[src/rtl/sub_sequencer_pkg.sv]
// Shared encodings for the slice-serial subtract sequencer:
// operation codes and controller states.
package sub_sequencer_pkg;

    typedef enum logic [1:0] {
        OP_SUB = 2'b00,
        OP_NEG = 2'b01,
        OP_CMP = 2'b10
    } op_e;

    typedef enum logic [1:0] {
        IDLE = 2'b00,
        RUN  = 2'b01,
        DONE = 2'b10
    } state_e;

endpackage

[src/rtl/sub_sequencer_subtractor.sv]
// Narrow slice subtractor: a - b - borrow_in, borrow taken from the
// extended result's top bit.
module sub_sequencer_subtractor #(
    parameter int nrOfBits     = 8,
    parameter int extendedBits = 9
) (
    input  logic [nrOfBits-1:0] data_a,
    input  logic [nrOfBits-1:0] data_b,
    input  logic                borrow_in,
    output logic [nrOfBits-1:0] result,
    output logic                borrow_out
);

    logic [extendedBits-1:0] ext;

    assign ext        = extendedBits'(data_a) - extendedBits'(data_b) - extendedBits'(borrow_in);
    assign result     = ext[nrOfBits-1:0];
    assign borrow_out = ext[extendedBits-1];

endmodule

[src/rtl/sub_sequencer.sv]
// Sequences one slice subtractor across a full word, LSB slice first,
// serving SUB / NEG / CMP for the control unit.
module sub_sequencer
    import sub_sequencer_pkg::*;
#(
    parameter int WORD_BITS  = 32,
    parameter int SLICE_BITS = 8
) (
    input  logic                 clock,
    input  logic                 reset_n,
    input  logic                 start,
    input  logic [1:0]           op,
    input  logic [WORD_BITS-1:0] operand_a,
    input  logic [WORD_BITS-1:0] operand_b,
    output logic                 busy,
    output logic                 done,
    output logic [WORD_BITS-1:0] result,
    output logic                 negative,
    output logic                 zero,
    output logic                 borrow_out
);

    localparam int NSLICES = WORD_BITS / SLICE_BITS;
    localparam int IDX_W   = (NSLICES > 1) ? $clog2(NSLICES) : 1;

    state_e                 state, state_next;
    logic                   accept, step, finish, last;
    logic [IDX_W-1:0]       idx;
    logic                   borrow_q, zero_acc;
    logic [1:0]             op_q;
    logic [WORD_BITS-1:0]   a_q, b_q, shadow, word;
    logic [SLICE_BITS-1:0]  slice_a, slice_b, diff;
    logic                   slice_borrow;

    assign slice_a = a_q[idx*SLICE_BITS +: SLICE_BITS];
    assign slice_b = b_q[idx*SLICE_BITS +: SLICE_BITS];
    assign last    = (idx == IDX_W'(NSLICES - 1));
    assign done    = (state == DONE);

    sub_sequencer_subtractor #(
        .nrOfBits     (SLICE_BITS),
        .extendedBits (SLICE_BITS + 1)
    ) u_slice (
        .data_a     (slice_a),
        .data_b     (slice_b),
        .borrow_in  (borrow_q),
        .result     (diff),
        .borrow_out (slice_borrow)
    );

    // Full difference as it will look once the current slice is stored.
    always_comb begin
        word = shadow;
        word[idx*SLICE_BITS +: SLICE_BITS] = diff;
    end

    // The first RUN cycle after accept only primes busy; slices are
    // processed on the following NSLICES edges.
    always_comb begin
        state_next = state;
        accept     = 1'b0;
        step       = 1'b0;
        finish     = 1'b0;
        case (state)
            IDLE: begin
                if (start) begin
                    accept     = 1'b1;
                    state_next = RUN;
                end
            end
            RUN: begin
                step = busy;
                if (busy && last) begin
                    finish     = 1'b1;
                    state_next = DONE;
                end
            end
            DONE: begin
                if (start) begin
                    accept     = 1'b1;
                    state_next = RUN;
                end else begin
                    state_next = IDLE;
                end
            end
            default: state_next = IDLE;
        endcase
    end

    always_ff @(posedge clock or negedge reset_n) begin
        if (!reset_n) begin
            state      <= IDLE;
            busy       <= 1'b0;
            idx        <= '0;
            borrow_q   <= 1'b0;
            result     <= '0;
            negative   <= 1'b0;
            zero       <= 1'b0;
            borrow_out <= 1'b0;
        end else begin
            state <= state_next;
            busy  <= (state == RUN) && (state_next == RUN);
            if (accept) begin
                idx      <= '0;
                borrow_q <= 1'b0;
            end else if (step) begin
                idx      <= idx + IDX_W'(1);
                borrow_q <= slice_borrow;
            end
            if (finish) begin
                negative   <= word[WORD_BITS-1];
                zero       <= zero_acc && (diff == '0);
                borrow_out <= slice_borrow;
                if (op_q != OP_CMP)
                    result <= word;
            end
        end
    end

    // Operand copies and the working word carry no reset; accept initialises them.
    always_ff @(posedge clock) begin
        if (accept) begin
            a_q      <= (op == OP_NEG) ? '0 : operand_a;
            b_q      <= operand_b;
            op_q     <= op;
            zero_acc <= 1'b1;
        end else if (step) begin
            shadow[idx*SLICE_BITS +: SLICE_BITS] <= diff;
            zero_acc <= zero_acc && (diff == '0);
        end
    end

endmodule
[config.mk]
export PLATFORM = sky130hd
export DESIGN_NAME = sub_sequencer
export DESIGN_NICKNAME = d
export VERILOG_FILES = /design/src/rtl/sub_sequencer_pkg.sv /design/src/rtl/sub_sequencer_subtractor.sv /design/src/rtl/sub_sequencer.sv
export SDC_FILE = /design/constraint.sdc
export NUM_CORES = 1
export LEC_CHECK = 0
export ABC_AREA = 1
export BUFFER_PORTS_ARGS = -buffer_cell sky130_fd_sc_hd__buf_2
export CAP_MARGIN = 20
export CORE_UTILIZATION = 51
export CTS_CLUSTER_DIAMETER = 100
export DETAILED_ROUTE_END_ITERATION = 7
export GPL_ROUTABILITY_DRIVEN = 1
export GPL_TIMING_DRIVEN = 0
export HOLD_SLACK_MARGIN = 0.02
export PLACE_DENSITY = 0.86
export RECOVER_POWER = 100
export SYNTH_ARGS = -nofsm -noshare
export SYNTH_HDL_FRONTEND = slang
export SYNTH_SLANG_ARGS = --single-unit
[constraint.sdc]
create_clock -name clock -period 3 [get_ports clock]
set_input_delay 0.15 -clock clock [delete_from_list [all_inputs] [get_ports clock]]
set_output_delay 0.15 -clock clock [all_outputs]
set_load 0.01 [all_outputs]
[Word-level counts from Yosys, hierarchy flattened]
Index checks and enable logic that the tools add are counted.
Storage, ports and cells
  logic and storage cells: 51
  bits of input ports: 69
  register bits after elaboration: 140
  output and inout bits: 37
Cells by class
  eq/ne operators: 6
  add/sub/neg operators: 4
  multiplexer cells: 14
  reduce and logical (&&, ||, !) cells: 9
  shifts and indexed selects: 4
  bitwise logic cells: 1
Operator list (count)
  32-bit by 6-bit variable part select with 8-bit output: 2
  5-bit negation with 34-bit output: 1
  8-bit by 34-bit variable shift with 32-bit output, first input constant: 1
  8-bit by 34-bit variable part select with 32-bit output: 1
  32-bit bitwise mux: 1
  8-bit by 8-bit subtractor with 9-bit output: 1
  9-bit by 1-bit subtractor with 9-bit output: 1
  8-bit zero test: 1
  1-bit 2-to-1 mux: 8
  2-bit 2-to-1 mux: 4
  2-bit by 1-bit == test with 1-bit output, second input constant: 3
  2-bit case mux with 3 select lines: 1
  2-bit == test, second input constant: 2
  2-bit AND reduction: 2
  1-bit logical AND: 3
  2-bit by 1-bit adder with 2-bit output, second input constant: 1
  2-bit zero test: 1
  2-bit != test, second input constant: 1
  2-bit nonzero test: 1
  2-bit OR reduction: 1
  1-bit inverter: 1

[Logic depth before layout (Yosys ltp)]
Gate-level depths: netlist (run 1).
  word-level depth: 6
  mapped depth: 22
  depth with buffers taken out: 19

[Modules after synthesis]
Synthesis (run 1) repeated with hierarchy kept, for this count alone.
Second synthesis, totals
  cell total of the unflattened synthesis: 685
  area total of the unflattened synthesis: 6601.3 um2
By module, submodules not included
  sub_sequencer: sequential area each 3988.8 um2, cells an instance 585, area each 6024.5 um2, instances 1
  sub_sequencer_subtractor: sequential area each 0.0 um2, cells an instance 100, area each 576.8 um2, instances 1

[Least setup slack after synthesis (run 1)]
Ideal clock, no wire load.
  kind: register -> register
  from: register idx[0]
  to: register zero_acc
  path buffers: 3
  cell stages (with the launch flop): 20
  data arrival time: 2966 ps
  setup time: 116 ps
  clock period less this slack: 3082 ps
  path slack: -82 ps
  required time: 2884 ps
  cells stage by stage: dfrtp_1 -> buf_6 -> inv_6 -> buf_8 -> clkbuf_1 -> nand2_1 -> a32o_1 -> fa_1 -> fa_1 -> or2_1 -> nand2_1 -> nand2_1 -> nand2_1 -> nand2_1 -> nand3_1 -> nor2_1 -> nand3_1 -> nand2_1 -> nand2_1 -> nand2_1
Between the ends
  cells in the longest elaborated chain, start to end: 5
  elaborated cells on any way between the ends: 6
  classes of those cells: add/sub (2); shift (2); reduce/logical (2)
RTL lines
  from (decl): line sub_sequencer.sv:28  | logic [IDX_W-1:0] idx;
  from (signal assigned): line sub_sequencer.sv:107  | idx <= idx + IDX_W'(1);
  32-bit by 6-bit variable part select with 8-bit output, on equally long branches: line sub_sequencer.sv:35, sub_sequencer.sv:36
  8-bit by 8-bit subtractor with 9-bit output (*): line sub_sequencer_subtractor.sv:16  | assign ext = extendedBits'(data_a) - extendedBits'(data_b) - extendedBits'(borrow_in);
  9-bit by 1-bit subtractor with 9-bit output (*): line sub_sequencer_subtractor.sv:16
  8-bit zero test (*): line sub_sequencer.sv:129  | zero_acc <= zero_acc && (diff == '0);
  1-bit logical AND (*): line sub_sequencer.sv:129
  to (signal assigned): line sub_sequencer.sv:129
  to (decl): line sub_sequencer.sv:29  | logic borrow_q, zero_acc;
Every way passes the cells marked *; elsewhere a longest branch is shown, timed or not.
A chain may end at the register's enable or synchronous reset.

[Worst setup path in the final report (run 1)]
Ends and elaborated chain as after synthesis.

==> flow_summary.yaml, run 1 <==
grt:
  grt_pass1_vias: 5298
  pin_count_of_the_biggest_net_entering_global_routing: 50
  grt_antenna_before_repair: 0
  grt_use_total_pct: 25.7
  grt_pass1_wl_um: 25100
  grt_overflow_total: 0
timing:
  max_freq_ghz: 0.325
  timing_worst_slew_pin_value_ns: 0.918
  setup_ws_ns: -0.0801
  finalSetupViolations: 15
  hold_viol: 0
  min_period_over_period_pct: 103
  setup_repair_after_global_routing_missed_its_margin: "true"
  maxSlewHeadroom_pct: 38.8
  final_period_minus_worst_setup_slack_ns: 3.08
  finalClockSkew_ns: 0.00842
  report.final.slew_viol_count: 0
final_layout:
  num_antenna_cells: 0
  nNetsFinal: 908
  fillCellCount: 857
  most_frequent_standard_cell_in_the_layout_excluding_fill_and_tap_cells: "nand2_1"
  syn_to_final_growth_pct: 32.6
  layout-drive-gt1-share_pct: 21.8
  most-common-layout-cells: "nand2_1, edfxtp_1, inv_1, buf_2, nor2_1"
  utilization_pct: 70.0
floorplan:
  ios: 106
  rows: 40
  die_h_um: 114
  die-width_um: 114
  core-area_um2: 12100
  fp.dieArea_um2: 13000
  start_util_pct: 52.7
run_status:
  failing_checks: "setup timing"
  run_status: "finished with violations"
clocking:
  clkLatencyLatePin_ns: 0.42
  cts_num_sinks: 140
  cts_max_path_buffers: 2
  cts_made_buffers: 17
  cts_htree_levels: 4
  reg_clk_slew_reported_paths_ns: 0.06
  tritoncts: "built"
  clockRootBuffer: "clkbuf_16"
setup_path:
  critPathRequiredTime_ns: 3.31
  worstPathMaxFanout: 10
  critPathArrivalTime_ns: 3.39
  critPathLaunchType: "flip-flop"
  worst-setup-path-type: "flip-flop to flip-flop"
  cp-end-kind: "flip-flop"
placement:
  gp_congestion: 0.865
  dp_hpwl_um: 9950
  io_buffer_count: 105
detailed_routing:
  ant_nets: 0
  detail_route.vias_per_cell: 5.24
  wl_um: 16400
  wl_per_instance_um: 16.3
  dr.max_layer_used: "met4"
  wl_met3_um: 1020
  drt_iter0_drc: 392
  met2_wirelength_um: 8340
  vias: 5248
  drtPass1Iterations: 5
  remaining_routing_drc_violations: 0
  drt-met1-wl_um: 6460
logic_synthesis:
  synth_top_flop_cell: "edfxtp_1"
  synthArstFlopShare_pct: 29.3
  yosys_warnings: 0
  seq_area_frac_synth_pct: 62.4
  synthesis.area_um2: 6390
  mappedNetlistNets: 731
  synth_enable_flop_cells: 98
  postSynthRegisterBits: 140
  synth_area_per_cell_um2: 9.94
  synthesis.instances: 643
  yosysUniqueCellTypes: 38
power:
  irDropWorstVdd_mv: 0.950
  power.leakage_nw: 3.87
  power_density_nw_per_um2: 1360
  design_power_total_mw: 11.5
run:
  maxCapViolations: 0
worst_hold_path:
  hp-class: "primary input to flip-flop"
[logic make-up after synthesis]
family / count (synthesis) / synth area share (%)
AND/OR/NAND/NOR: 293 / 18.6
adder cells (fa/ha/maj): 19 / 3.96
AO/OA/AOI/OAI: 75 / 7.40
XOR/XNOR: 1 / 0.255
buffers and inverters: 115 / 7.36
flip-flops: 140 / 62.4
[layer usage]
layer,GRT usage (%),up-vias
met4,12.9,0
li1,-,2466
met3,7.12,44
met2,44.2,285
met1,29.5,2453
met5,0,-
[final cells by class]
type	instances	area (µm²)	share of cell area, %
sequential	140	3990	47.1
multi-input combinational	388	2090	24.6
timing repair buffer	159	1010	11.9
clock buffer	19	433	5.11
inverter	92	360	4.25
buffer	22	234	2.76
tap	168	210	2.48
clock inverter	13	149	1.76
[what timing repair did]
item	CTS	global route
setup buffers	6	9
gates resized for setup	40	41
pin swaps	5	8
cloned	0	1
endpoints found under the hold margin	76	0
hold buffers	36	0
endpoints found under the setup margin	59	39
[stage by stage]
| stage | std cells | cell area (µm²) | TNS, ns | setup slack, ns | hold slack, ns |
|---|---|---|---|---|---|
| global route | 1001 | 8470 | -2.82 | -0.209 | 0.0379 |
| global placement | 916 | 7130 | -13.89 | -0.448 | 0.310 |
| detailed placement | 918 | 7170 | -15.39 | -0.488 | 0.328 |
| CTS | 991 | 8300 | 0 | 0.00310 | 0.0208 |
| floorplan | 643 | 6390 | 0 | 0.00126 | -0.146 |
| finish | 1001 | 8470 | -0.524 | -0.0801 | 0.0321 |
[Yosys cell counts (2+ instances only)]
cell type	number	area share [%]
o21ai_2	2	0.27
o22ai_1	15	1.5
clkinv_1	2	0.12
inv_1	88	5.2
o31ai_1	4	0.47
nand4_1	7	0.69
nand3_2	2	0.31
clkbuf_1	12	0.71
buf_2	7	0.55
nand2_1	199	12
edfxtp_1	98	46
dfrtp_1	41	16
a21oi_1	11	0.86
a32o_1	8	1.3
fa_1	2	0.63
ha_1	17	3.3
nand3_1	18	1.4
o21ai_0	30	2.4
nor2_2	2	0.20
nor2_1	55	3.2
nand2_2	6	0.59
[sequential cells by signal, summed over array words and instances (netlist names), 2 cells and up]
register	cells
idx	2
state	2
b_q	32
op_q	2
a_q	32
shadow	32
result	32
[worst paths after layout]
check | startpoint | to | slack [ns] | cells after the start
worst max-delay path | idx[0] | zero_acc | -0.08 | 18
worst min-delay path | operand_a[11] | a_q[11] | 0.03 | 3
worst max register to register | idx[0] | zero_acc | -0.08 | 18
worst min register to register | zero_acc | zero_acc | 0.45 | 2
max in group asynchronous | reset_n | result[7] | 2.02 | 2
min in group asynchronous | reset_n | negative | 0.41 | 2
[worst max-delay path, cell delays in order (launching register included)]
cell,delay [ns]
dfrtp_1,0.43
buf_8,0.18
buf_8,0.14
buf_8,0.14
o21ai_2,0.17
o22ai_2,0.12
ha_1,0.31
inv_2,0.06
ha_4,0.29
nand2_1,0.09
nor2_2,0.13
nand3_2,0.10
nand2_2,0.10
xor2_2,0.24
inv_1,0.11
nand3_1,0.14
nand2_1,0.07
nand2_1,0.09
nand2_1,0.05
[power by group]
part	switching, mW	internal [mW]	total, mW	leakage (nW)
Combinational	3.89	2.35	6.24	2.14
Sequential	0.255	2.91	3.16	1.45
Clock	0.786	1.30	2.08	0.280
(Power assumes the default switching activity.)
==> inputs of run 2 (changes only) <==
--- a/config.mk
+++ b/config.mk
@@ -14,7 +14,7 @@
 export GPL_ROUTABILITY_DRIVEN = 1
 export GPL_TIMING_DRIVEN = 0
 export HOLD_SLACK_MARGIN = 0.02
-export PLACE_DENSITY = 0.86
+export PLACE_DENSITY_LB_ADDON = 0.3
 export RECOVER_POWER = 100
 export SYNTH_ARGS = -nofsm -noshare
 export SYNTH_HDL_FRONTEND = slang
==> run 2 against run 1 <==
  * The run still ends with setup timing left
  * Wire length is 2.4% lower
  * Via count shrank 0.61%
  * Global-route usage rose by 0.13 points
  * Sequential power about the same
  * Critical path depth fell by 3
  * Worst setup slack improved by 0.031 ns
  * Utilization is 1.2 points higher
  * Register-to-register slack gained 0.03 ns
  * Total power fell by 1.0%
  * Largest power group unchanged
==> flow_summary.yaml, run 2 (synthesized netlist as in run 1, its figures left out) <==
placement:
  placed_cells_incl_taps: 918
  dp_hpwl_um: 9840
  gp_congestion: 0.877
  dp_slack_ns: -0.540
  io_buffer_count: 105
clocking:
  clockRootBuffer: "clkbuf_16"
  cts_made_buffers: 17
  cts_htree_levels: 4
  tritoncts: "built"
  reg_clk_slew_reported_paths_ns: 0.06
  clkLatencyLatePin_ns: 0.43
  cts_max_path_buffers: 2
  cts_num_sinks: 140
final_layout:
  most-common-layout-cells: "nand2_1, edfxtp_1, inv_1, buf_2, nor2_1"
  count_of_non_filler_cells_in_the_finished_layout: 1013
  layout-drive-gt1-share_pct: 22.0
  num_antenna_cells: 0
  nNetsFinal: 920
  most_frequent_standard_cell_in_the_layout_excluding_fill_and_tap_cells: "nand2_1"
  syn_to_final_growth_pct: 34.9
timing:
  report.final.slew_viol_count: 0
  max_freq_ghz: 0.328
  setup-tns-final_ns: -0.0696
  timing_worst_slew_pin_value_ns: 0.907
  min_period_over_period_pct: 102
  hold_viol: 0
  setup_ws_ns: -0.0493
  maxSlewHeadroom_pct: 39.5
  final_period_minus_worst_setup_slack_ns: 3.05
  setup_repair_after_global_routing_missed_its_margin: "true"
  finalClockSkew_ns: 0.0154
  finalSetupViolations: 2
detailed_routing:
  wl_um: 16000
  drt_iter0_drc: 375
  remaining_routing_drc_violations: 0
  detail_route.vias_per_cell: 5.15
  wl_per_instance_um: 15.7
  ant_nets: 0
  drtPass1Iterations: 5
  vias: 5216
power:
  irDropWorstVdd_mv: 0.786
  power_density_nw_per_um2: 1320
  power.leakage_nw: 3.94
setup_path:
  worstPathMaxFanout: 8
  regToRegStartpoint: "idx[0]"
  cp-end-kind: "flip-flop"
  critical_path.cell_chain: "buf_6 -> inv_12 -> clkbuf_16 -> nand2_2 -> a32o_2 -> fa_2 -> fa_2 -> buf_4 -> nand4_1 -> nand3_1 -> nand2_2 -> nand4_1 -> o21ai_1 -> nand2_1 -> nand2_1"
  cp-startpoint: "idx[0]"
  critical_path.max_stage_delay_ns: 0.41
  setup.reg_to_reg.worst_slack_ns: -0.05
  worst-setup-path-type: "flip-flop to flip-flop"
  worst_path_max_delay_cell: "fa_2"
  critPathArrivalTime_ns: 3.41
  critPathRequiredTime_ns: 3.36
  critPathLaunchType: "flip-flop"
floorplan:
  die_h_um: 114
  start_util_pct: 52.7
  rows: 40
  core-area_um2: 12100
  ios: 106
  fp.dieArea_um2: 13000
  die-width_um: 114
grt:
  grt_use_total_pct: 25.9
  grt_overflow_total: 0
  most_crowded_layer_gr: "met2"
  grt_antenna_before_repair: 0
  grtUsageMet2_pct: 45.1
  globalRouteMet3Util_pct: 6.91
  pin_count_of_the_biggest_net_entering_global_routing: 49
  grt_pass1_wl_um: 25300
  grt_use_met1_pct: 30.8
  grt_pass1_vias: 5198
worst_hold_path:
  startpoint_of_the_most_critical_hold_path: "operand_a[20]"
  hp-class: "primary input to flip-flop"
run_status:
  failing_checks: "setup timing"
  run_status: "finished with violations"
run:
  maxCapViolations: 0
## run 2: worst paths after layout
check	endpoint	depth (start not counted)
max in group asynchronous	result[4]	2
setup / recovery	result[14]	15
hold reg to reg	zero_acc	2
min in group asynchronous	zero	2
setup reg to reg	result[14]	15
hold / removal	a_q[20]	3
## run 2: per-stage QoR
| stage | hold WS (ns) | power (mW) | area, µm² | utilization, % |
|---|---|---|---|---|
| after floorplan | -0.146 | 6.54 | 6390 | - |
| after global placement | 0.301 | 7.74 | 7130 | 58.8 |
| after detailed placement | 0.327 | 7.92 | 7170 | 59.2 |
| after CTS | 0.0216 | 10.6 | 8470 | 69.9 |
| after global routing | 0.0275 | 12.1 | 8620 | 71.2 |
| final | 0.0296 | 11.4 | 8620 | 71.2 |
## run 2: routing by layer
layer	part of all wire (%)	up-vias	routed length, µm
met1	40	2480	6360
met4	2.3	0	364
met5	0	-	0
met2	52	216	8310
met3	5.8	38	924
li1	-	2482	-
## run 2: final cells by class
cell class	count	area (µm²)
sequential	140	3990
fill	856	3490
multi-input combinational	388	2080
timing repair buffer	171	1130
clock buffer	24	524
inverter	92	363
buffer	22	213
tap	168	210
clock inverter	8	104
## run 2: repair_timing
| item | CTS | global route |
|---|---|---|
| setup buffers | 10 | 8 |
| pin swaps | 5 | 15 |
| hold endpoints to repair | 85 | 0 |
| cloned | 0 | 1 |
| gates resized for setup | 43 | 34 |
| setup endpoints to repair | 57 | 40 |
| hold buffers | 45 | 0 |
## run 2: where the power goes
| part | switching [mW] | internal, mW | total, mW |
|---|---|---|---|
| registers | 0.251 | 2.91 | 3.16 |
| logic | 3.77 | 2.25 | 6.01 |
| clock network | 0.808 | 1.39 | 2.20 |
| total | 4.83 | 6.54 | 11.4 |
## run 2: critical path: cells and delay by family (launching register included)
family          cells  cell delay [ns]
fa+ha+maj           2             0.77
compound gates      2             0.49
buf+inv             4             0.52
simple gates        7             0.79
flops               1             0.40
==> inputs of run 3 (changes only) <==
--- a/config.mk
+++ b/config.mk
@@ -8,7 +8,9 @@
 export ABC_AREA = 1
 export BUFFER_PORTS_ARGS = -buffer_cell sky130_fd_sc_hd__buf_2
 export CAP_MARGIN = 20
-export CORE_UTILIZATION = 51
+export CELL_PAD_IN_SITES_DETAIL_PLACEMENT = 2
+export CELL_PAD_IN_SITES_GLOBAL_PLACEMENT = 2
+export CORE_UTILIZATION = 32
 export CTS_CLUSTER_DIAMETER = 100
 export DETAILED_ROUTE_END_ITERATION = 7
 export GPL_ROUTABILITY_DRIVEN = 1
==> run 3 against run 2 <==
  * Highest routed layer unchanged
  * Wire length grew 66%
  * Die area grew 58%
  * Clock-buffer cell count shrank 4
  * The flow finishes with violations (capacitance limit, slew limit, setup timing)
  * Critical endpoint is now shadow[12]
==> flow_summary.yaml, run 3 (synthesized netlist as in run 1, its figures left out) <==
run_status:
  run_status: "finished with violations"
  failing_checks: "capacitance limit, slew limit, setup timing"
clocking:
  cts_num_sinks: 140
  cts_htree_levels: 4
  reg_clk_slew_reported_paths_ns: 0.06
  tritoncts: "built"
  clkLatencyLatePin_ns: 0.45
  cts_made_buffers: 17
  cts_max_path_buffers: 2
  clockRootBuffer: "clkbuf_16"
setup_path:
  critPathBufInv: 4
  crit_path_frequent_cell: "fa_2"
  critPathArrivalTime_ns: 3.56
  critPathRequiredTime_ns: 3.18
  critical_path.cell_chain: "buf_12 -> inv_8 -> clkbuf_16 -> a21oi_1 -> a32o_2 -> fa_2 -> fa_2 -> or2_4 -> nand2_4 -> nand3b_1 -> buf_4 -> nand4_1 -> o21ai_2"
  worstPathMaxFanout: 10
  worst_path_max_delay_cell: "fa_2"
  worst-setup-path-type: "flip-flop to flip-flop"
  critPathLaunchType: "flip-flop"
  critical_path.max_stage_delay_ns: 0.44
  cp-end-kind: "flip-flop"
  critPathTopFamily: "adder cells"
detailed_routing:
  ant_nets: 0
  wl_per_instance_um: 23.7
  detail_route.vias_per_cell: 4.91
  drtPass1Iterations: 4
  drt_iter0_drc: 220
  remaining_routing_drc_violations: 0
  wl_um: 26500
  vias: 5487
grt:
  grt_pass1_wl_um: 35600
  grt_use_total_pct: 24.2
  grt_overflow_total: 0
  grt_antenna_before_repair: 1
  grt_pass1_vias: 6209
  pin_count_of_the_biggest_net_entering_global_routing: 48
timing:
  maxSlewHeadroom_pct: -55.4
  setup-tns-final_ns: -9.19
  setup_repair_after_global_routing_missed_its_margin: "true"
  final_period_minus_worst_setup_slack_ns: 3.38
  finalClockSkew_ns: 0.0159
  timing_worst_slew_pin_value_ns: 2.33
  hold_viol: 0
  setup_ws_ns: -0.378
  max_freq_ghz: 0.296
  min_period_over_period_pct: 113
  finalSetupViolations: 50
  report.final.slew_viol_count: 42
  holdWs_ns: 0.0150
placement:
  io_buffer_count: 105
  dp_hpwl_um: 13900
  postPlaceCellArea_um2: 7300
  placed_cells_incl_taps: 1015
  gp_congestion: 0.818
final_layout:
  count_of_non_filler_cells_in_the_finished_layout: 1118
  layout-drive-gt1-share_pct: 27.5
  most_frequent_standard_cell_in_the_layout_excluding_fill_and_tap_cells: "nand2_1"
  syn_to_final_growth_pct: 43.6
  seqCellArea_um2: 3990
  fillCellCount: 2073
  multi_input_comb_area_um2: 2400
  final_design_area_no_fill_um2: 9180
  nNetsFinal: 927
  most-common-layout-cells: "nand2_1, edfxtp_1, inv_1, buf_2"
floorplan:
  ios: 106
  start_util_pct: 32.7
  core-area_um2: 19500
  fp.dieArea_um2: 20500
  die_h_um: 143
  rows: 51
  die-width_um: 143
worst_hold_path:
  hp-class: "primary input to flip-flop"
run:
  maxCapViolations: 1
-- run 3: stage by stage --
stage	utilization, %	setup slack, ns
after floorplan	-	0.00126
after global placement	37.1	-0.683
after detailed placement	37.4	-0.806
after CTS	45.2	-0.146
after global routing	47.0	-0.431
final	47.0	-0.378
-- run 3: worst reg2reg max path, delay by kind of cell, from the launching register on --
kind	cells	cell delay [ns]
AOI/OAI and AO/OA	3	0.45
adders and majority gates	2	0.87
buffers and inverters	4	0.63
DFF	1	0.43
and+or+nand+nor	4	0.75
-- run 3: repair_timing --
action | 4_1_cts | 5_1_grt
hold buffers | 40 | 0
gates resized for setup | 88 | 76
pin swaps | 22 | 37
endpoints found under the hold margin | 80 | 0
setup endpoints to repair | 67 | 52
gates cloned | 2 | 0
buffers inserted | 17 | 15
-- run 3: worst paths after layout --
kind,start,end,slack [ns],depth (start not counted)
setup reg to reg,idx[1],shadow[12],-0.38,13
setup / recovery,idx[1],shadow[12],-0.38,13
hold / removal,operand_a[15],a_q[15],0.01,3
max in group asynchronous,reset_n,idx[0],0.55,2
hold reg to reg,result[24],result[24],0.47,2
min in group asynchronous,reset_n,borrow_out,0.95,2
-- run 3: cell type report --
| type | instances | share of cell area, % |
|---|---|---|
| Multi-Input combinational cell | 388 | 26.1 |
| Timing Repair Buffer | 177 | 13.0 |
| Tap cell | 265 | 3.61 |
| Timing Repair inverter | 1 | 0.0955 |
| Antenna cell | 1 | 0.0273 |
| Clock buffer | 20 | 5.10 |
| Clock inverter | 12 | 1.73 |
| Buffer | 22 | 2.78 |
| Sequential cell | 140 | 43.5 |
| Inverter | 92 | 4.02 |
-- run 3: metal layers --
layer | GRT usage, % | up-vias | wire (µm)
met5 | 0 | - | 0
met4 | 12.9 | 0 | 759
met3 | 5.30 | 48 | 666
met2 | 45.3 | 138 | 14800
met1 | 25.1 | 2808 | 10200
li1 | - | 2493 | -
Power of run 3 is not shown: default switching activity piles up to over one toggle a cycle in this logic, so the estimate is an artifact.
